<file path="config.mk">
export PLATFORM = sky130hd
export DESIGN_NAME = elastic_pipe
export DESIGN_NICKNAME = d
export VERILOG_FILES = /design/src/rtl/pipe_pkg.sv /design/src/rtl/pipe_stage.sv /design/src/rtl/elastic_pipe.sv
export SDC_FILE = /design/constraint.sdc
export NUM_CORES = 1
export LEC_CHECK = 0
export ABC_AREA = 1
export BUFFER_PORTS_ARGS = -buffer_cell sky130_fd_sc_hd__buf_2
export CORE_MARGIN = 2
export CORE_UTILIZATION = 45
export CTS_CLUSTER_SIZE = 16
export DETAILED_ROUTE_END_ITERATION = 8
export PLACE_DENSITY = 0.66
export SYNTH_ARGS = -nofsm -noshare
export SYNTH_HDL_FRONTEND = slang
export SYNTH_SLANG_ARGS = --single-unit
</file>
<file path="constraint.sdc">
create_clock -name clk -period 5.3 [get_ports clk]
set_input_delay 0.795 -clock clk [delete_from_list [all_inputs] [get_ports clk]]
set_output_delay 0.795 -clock clk [all_outputs]
set_load 0.01 [all_outputs]
</file>
<file path="src/rtl/pipe_pkg.sv">
// Shared helpers for the elastic valid/ready pipeline.
package pipe_pkg;

    function automatic int count_w(input int depth, input int skid);
        return $clog2(depth + skid + 1);
    endfunction

endpackage

</file>
<file path="src/rtl/pipe_stage.sv">
// One elastic pipeline stage: valid bit plus payload, loaded on ready, killed by flush.
module pipe_stage #(
    parameter int WIDTH = 32
) (
    input  logic             clk,
    input  logic             reset,
    input  logic             load,
    input  logic             kill,
    input  logic             valid_in,
    input  logic [WIDTH-1:0] data_in,
    output logic             valid_out,
    output logic [WIDTH-1:0] data_out
);

    logic             valid_q, valid_d;
    logic [WIDTH-1:0] payload_q, payload_d;

    // Payload only captures live entries so bubbles never overwrite held data.
    always_comb begin
        valid_d   = valid_q;
        payload_d = payload_q;
        if (kill) begin
            valid_d = 1'b0;
        end else if (load) begin
            valid_d = valid_in;
            if (valid_in) begin
                payload_d = data_in;
            end
        end
    end

    always_ff @(posedge clk or posedge reset) begin
        if (reset) begin
            valid_q   <= 1'b0;
            payload_q <= '0;
        end else begin
            valid_q   <= valid_d;
            payload_q <= payload_d;
        end
    end

    assign valid_out = valid_q;
    assign data_out  = payload_q;

endmodule

</file>
<file path="src/rtl/elastic_pipe.sv">
// Parametrised valid/ready pipeline of DEPTH stages with an optional 1-entry input skid buffer.
module elastic_pipe
    import pipe_pkg::*;
#(
    parameter int WIDTH = 32,
    parameter int DEPTH = 2,
    parameter int SKID  = 1
) (
    input  logic                             clk,
    input  logic                             reset,
    input  logic                             flush,
    input  logic                             in_valid,
    output logic                             in_ready,
    input  logic [WIDTH-1:0]                 in_data,
    output logic                             out_valid,
    input  logic                             out_ready,
    output logic [WIDTH-1:0]                 out_data,
    output logic [count_w(DEPTH, SKID)-1:0]  count
);

    localparam int CW = count_w(DEPTH, SKID);

    if (DEPTH < 1 || (SKID != 0 && SKID != 1)) begin : g_bad_param
        $error("elastic_pipe: DEPTH must be >= 1 and SKID must be 0 or 1");
    end

    logic [DEPTH-1:0] v;
    logic [DEPTH:0]   rdy;
    logic [WIDTH-1:0] d [DEPTH];
    logic             src_valid;
    logic [WIDTH-1:0] src_data;
    logic             skid_cnt;
    logic [CW-1:0]    live;

    // Ready ripples from the output back toward stage 0.
    always_comb begin
        rdy        = '0;
        rdy[DEPTH] = out_ready;
        for (int unsigned k = 0; k < DEPTH; k++) begin
            rdy[DEPTH-1-k] = ~v[DEPTH-1-k] | rdy[DEPTH-k];
        end
    end

    if (SKID == 1) begin : g_skid
        logic             skid_valid_q, skid_valid_d;
        logic [WIDTH-1:0] skid_data_q, skid_data_d;

        always_comb begin
            skid_valid_d = skid_valid_q;
            skid_data_d  = skid_data_q;
            if (flush) begin
                skid_valid_d = 1'b0;
            end else if (skid_valid_q) begin
                if (rdy[0]) begin
                    skid_valid_d = 1'b0;
                end
            end else if (in_valid && !rdy[0]) begin
                skid_valid_d = 1'b1;
                skid_data_d  = in_data;
            end
        end

        always_ff @(posedge clk or posedge reset) begin
            if (reset) begin
                skid_valid_q <= 1'b0;
                skid_data_q  <= '0;
            end else begin
                skid_valid_q <= skid_valid_d;
                skid_data_q  <= skid_data_d;
            end
        end

        // A held skid entry always goes ahead of new input to keep FIFO order.
        assign in_ready  = ~skid_valid_q & ~flush;
        assign src_valid = skid_valid_q | in_valid;
        assign src_data  = skid_valid_q ? skid_data_q : in_data;
        assign skid_cnt  = skid_valid_q;
    end else begin : g_noskid
        assign in_ready  = rdy[0] & ~flush;
        assign src_valid = in_valid;
        assign src_data  = in_data;
        assign skid_cnt  = 1'b0;
    end

    for (genvar i = 0; i < DEPTH; i++) begin : g_stage
        logic             vi;
        logic [WIDTH-1:0] di;
        if (i == 0) begin : g_first
            assign vi = src_valid;
            assign di = src_data;
        end else begin : g_next
            assign vi = v[i-1];
            assign di = d[i-1];
        end
        pipe_stage #(.WIDTH(WIDTH)) u_stage (
            .clk       (clk),
            .reset     (reset),
            .load      (rdy[i]),
            .kill      (flush),
            .valid_in  (vi),
            .data_in   (di),
            .valid_out (v[i]),
            .data_out  (d[i])
        );
    end

    always_comb begin
        live = CW'(skid_cnt);
        for (int unsigned i = 0; i < DEPTH; i++) begin
            live = live + CW'(v[i]);
        end
    end

    assign count     = live;
    assign out_valid = v[DEPTH-1] & ~flush;
    assign out_data  = d[DEPTH-1];

endmodule

</file>
==> Word level (Yosys, flattened, before mapping) <==
Index checks and enable logic that the tools add are counted.
{ "classes": {"n_mul": 0, "n_reduce_logical": 7, "bitwise_logic": 9, "n_mux": 9, "addsub": 2, "eq_ne": 0, "n_div": 0, "n_lt_le_gt_ge": 0, "n_shift": 0} }
{ "op_table": {"columns": ["operator", "n"], "rows": [
  ["$mux W32", 1],
  ["$reduce_and A3 Y1", 3],
  ["$mux W1", 8],
  ["$not A1 Y1", 4],
  ["$reduce_bool A2 Y1", 2],
  ["$or A1 B1 Y1", 3],
  ["$add A1 B1 Y2", 1],
  ["$add A2 B1 Y2", 1],
  ["$and A1 B1 Y1", 2],
  ["$logic_and A1 B1 Y1", 1],
  ["$logic_not A1 Y1", 1]
]} }
{ "totals": {"regBits": 99, "memories": 0, "latchBits": 0, "ramBits": 0, "romBits": 0} }

==> Longest topological paths before layout <==
{ "depth": {"ltp_word": 8, "depth_mapped": 8, "ltp_nobuf": 6} }

==> Hierarchy <==
Synthesis repeated with hierarchy kept, for this count alone.
{ "unflattened": {"hier_cells": 555, "hier_area_um2": 4590.7} }
{ "by_module_without_submodules": {"columns": ["module", "cells_per_inst", "instances", "area_each_um2"], "rows": [
  ["pipe_stage", 148, 2, 1382.6],
  ["elastic_pipe", 259, 1, 1825.5]
]} }

==> Least setup slack after synthesis <==
No wires, ideal clock.
{ "synth_path": {"path_kind": "in2out", "startpoint": "input port flush", "endpoint": "output port in_ready", "path_stages": 3, "required_time_ns": 4.505, "arrival_time_ns": 0.997, "setup_slack_ns": 3.508, "cell_sequence": "inv_2 nand2_1 inv_1"} }
{ "synth_via": {"elab_chain_cells": 2} }
{ "synth_lines": {"columns": ["element", "line", "text"], "rows": [
  ["start: declaration", "elastic_pipe.sv:11", "input logic flush,"],
  ["$not A1 Y1 (no source line)", null, null],
  ["$and A1 B1 Y1", "elastic_pipe.sv:74", "assign in_ready = ~skid_valid_q & ~flush;"],
  ["end: declaration", "elastic_pipe.sv:13", "output logic in_ready,"]
]} }
No other way between the ends.

==> Worst setup path after layout <==
{ "layout_path": {"startpoint": "register g_skid.skid_valid_q", "endpoint": "output port in_ready"} }
{ "layout_via": {"elab_chain_cells": 2} }
{ "layout_lines": {"columns": ["element", "line", "text"], "rows": [
  ["start: declaration", "elastic_pipe.sv:45", "logic skid_valid_q, skid_valid_d;"],
  ["start signal: assignment", "elastic_pipe.sv:68", "skid_valid_q <= skid_valid_d;"],
  ["$not A1 Y1 (no source line)", null, null],
  ["$and A1 B1 Y1", "elastic_pipe.sv:74", null]
]} }
No other way between the ends.

==> impl_metrics.csv <==
group,metric,value,unit
grt,grt.total_usage,18.4,%
logic_synthesis,syn_area,4320,um2
pwr,pwr-share-clk,28.3,%
floorplan,boundaryPins,73,
grt,grt_start_max_net_pins,65,
layout,diodes,0,
clock_network,clkTransAtPathRegs,0.10,ns
timing,fin_tns_setup,0,ns
worst_setup_path,path_buf_inv,4,
timing,setup_viol,0,
placement,port_buffers,72,
run,maxCapViolations,0,
grt,grt_pass1_wl,14.9,mm
worst_setup_path,worst_ep_arrival_time,1.95,ns
logic_synthesis,synth_simple_gate_area_share,30.9,%
pwr,leakage,2.81,nW
timing,finClkSkew,0.0140,ns
layout,multi_input_area,1520,um2
worst_setup_path,cp_slowest_stage_delay,0.50,ns
pwr,sequentialPowerShare,56.0,%
status,status,"complete, no violations",
logic_synthesis,synth_top_cell_area_share,57.3,%
clock_network,ctsLongestPathBuffers,2,
floorplan,die_area,10400,um2
floorplan,dieWidth,102,um
logic_synthesis,synth_common_cells,"nand2_1 (292), dfrtp_1 (99), inv_1 (38)",
timing,min_period,2.75,ns
clock_network,cts.sinks,99,
logic_synthesis,synth_warnings,0,
timing,layout_setup_ws,2.55,ns
grt,grt_pass1_vias,3038,
clock_network,htreeDepth,3,
grt,antenna_found_initial,0,
clock_network,cts_hold_buf,0,
layout,fillers,932,
drt,num_vias,3353,
logic_synthesis,ys_seq_area_share,57.3,%
timing,max_freq,0.364,GHz
timing,whs,0.475,ns
logic_synthesis,synth_top_area_cell,"dfrtp_1",
drt,routed_wl,8.89,mm
timing,tightest_slew,0.988,ns
floorplan,row_count,35,
pwr,p_per_area,340,nW/um2
drt,drc,0,
logic_synthesis,syn-num-nets,575,
logic_synthesis,ys_types,20,
drt,dr.pass1.iters,5,
logic_synthesis,synth_area_leaders,"dfrtp_1 (57%), nand2_1 (25%), nand3_1 (3.8%)",
timing,relSlewSlack,34.1,%
clock_network,insertion_delay,0.37,ns
logic_synthesis,synthAdderAreaFrac,0.463,%
worst_setup_path,crit_chain,"buf_4 > clkinv_2 > nand2_1 > inv_1 > buf_2",
worst_setup_path,cp.required,4.51,ns
worst_setup_path,cp-start-kind,"register",
worst_setup_path,crit_slowest_cell,"clkinv_2",
logic_synthesis,synth_edf_count,0,
floorplan,dieHeight,102,um
worst_setup_path,path_class,"reg -> out",
worst_setup_path,cp-end-kind,"primary output",
logic_synthesis,synth_compound_area_share,3.82,%
logic_synthesis,synth_xor_area_share,0,%
layout,final_cells,728,
drt,drt_iter0_drc,215,
logic_synthesis,synthMuxAreaShare,0,%
logic_synthesis,avgSynthCellArea,8.05,um2
placement,gp_congestion,0.809,
worst_setup_path,cp_max_fo,35,
pwr,swShare,29.7,%
placement,pre_cts_slack,2.75,ns
layout,fin_util,52.6,%
floorplan,coreArea,9280,um2
timing,finalMaxSlewViolations,0,
logic_synthesis,synth_top_family_by_area,"simple AND/OR/NAND/NOR gates",
floorplan,start_util,46.6,%
drt,wire_per_inst,12.2,um
pwr,p_int,1.17,mW
clock_network,cts_resized,0,
timing,final_hold_viol_count,0,
layout,regArea,2480,um2
layout,nNetsFinal,632,
worst_setup_path,crit_family,"buffers and inverters",
pwr,pwr-share-comb,15.7,%
layout,layout-drive-gt1-share,16.7,%
timing,min_period_over_period,51.8,%
pwr,ir_worst_vdd,0.000150,V
drt,vias_per_cell,4.61,
placement,hpwl,6.04,mm
placement,place_inst,712,
layout,areaGrowthSynthToFinish,13.0,%
logic_synthesis,async_flop_share,100,%
grt,grt-ovfl-total,0,
logic_synthesis,ys.flop_type,"dfrtp_1",
timing,rsz0062_at_grt,"false",
pwr,p_switching,0.494,mW
hold_path,min_path_type,"reg -> reg",
logic_synthesis,synth_cells,537,
drt,drtAntennaViolNets,0,
clock_network,cts-root-buf,"clkbuf_8",
logic_synthesis,synth_seq_cells,99,
clock_network,cts_buffers,9,
clock_network,post_cts_buffers,0,
clock_network,cts_tree,"yes",
logic_synthesis,yosysMostFrequentCell,"nand2_1",
-- layout make-up --
cell class / instances / area share, %
clock buffer: 10 / 2.82
clock inverter: 6 / 1.15
inverter: 40 / 3.15
multi-input combinational: 370 / 31.2
sequential: 99 / 50.7
tap: 129 / 3.30
timing repair buffer: 74 / 7.68
-- worst paths after layout --
kind	start	end	slack, ns	cells past startpoint
max	g_skid.skid_valid_q$_DFF_PP0_	in_ready	2.55	5
min	g_stage[0].u_stage.data_out[15]$_DFFE_PP0P_	g_stage[0].u_stage.data_out[15]$_DFFE_PP0P_	0.48	2
max reg2reg	g_skid.skid_valid_q$_DFF_PP0_	g_skid.skid_data_q[11]$_DFFE_PP0P_	3.08	7
min reg2reg	g_stage[0].u_stage.data_out[15]$_DFFE_PP0P_	g_stage[0].u_stage.data_out[15]$_DFFE_PP0P_	0.48	2
max in group asynchronous	reset	g_skid.skid_data_q[25]$_DFFE_PP0P_	3.75	3
min in group asynchronous	reset	g_stage[1].u_stage.data_out[2]$_DFFE_PP0P_	0.55	2
-- cell usage in the layout, fill, tap and decap left out --
cell type   netlist  final
clkinvlp_4        0      1
o21ai_1           2      2
inv_1            38     37
clkbuf_8          0     10
clkinv_4          0      2
inv_8             0      2
inv_2             1      1
nand2_1         292    292
inv_6             0      1
a21oi_1           1      1
fa_1              1      1
nor2_4            2      2
nand3_2           2      2
clkinv_2          1      1
buf_2            12     72
dfrtp_1          99     99
nor2_1            4      4
nor2_2            1      1
nand3_1          33     33
o21ai_0          30     30
buf_4             7      2
inv_4             0      1
nand2_2           2      2
-- cells by family after synthesis --
group	after synthesis
buf+inv	68
fa+ha+maj	1
flops	99
simple gates	336
compound gates	33
-- tightest hold or removal path: stages (launching register included) --
cell	delay, ns
dfrtp_1	0.35
nand2_1	0.05
nand2_1	0.04
-- power by group through the flow --
stage          sequential [mW]  clock, mW  combinational (mW)
3_3_place_gp             0.940          0               0.260
3_5_place_dp             0.945          0               0.267
2_1_floorplan            0.962          0               0.136
6_report                 0.930      0.469               0.261
5_1_grt                  0.946      0.511               0.304
4_1_cts                  0.931      0.482               0.267
-- sequential cells by signal, summed over array words and instances (netlist names) --
signal / count
g_stage.u_stage.data_out: 64
g_skid.skid_data_q: 32
g_stage.u_stage.valid_out: 2
g_skid.skid_valid_q: 1
-- metal layers --
metal	part of all wire [%]	wire, um	global-route usage, %	up-vias
li1	-	-	-	1736
met1	53	4720	31.2	1519
met2	41	3630	23.8	87
met3	4.5	402	2.19	11
met4	1.6	141	6.46	0
met5	0	0	0	-
-- stage by stage --
| stage | power, mW | cell area (um2) |
|---|---|---|
| floorplan | 1.10 | 4320 |
| CTS | 1.68 | 4880 |
| global route | 1.76 | 4880 |
| detailed placement | 1.21 | 4690 |
| finish | 1.66 | 4880 |
| global placement | 1.20 | 4690 |
Note: power is estimated with default switching activity, not from simulation.
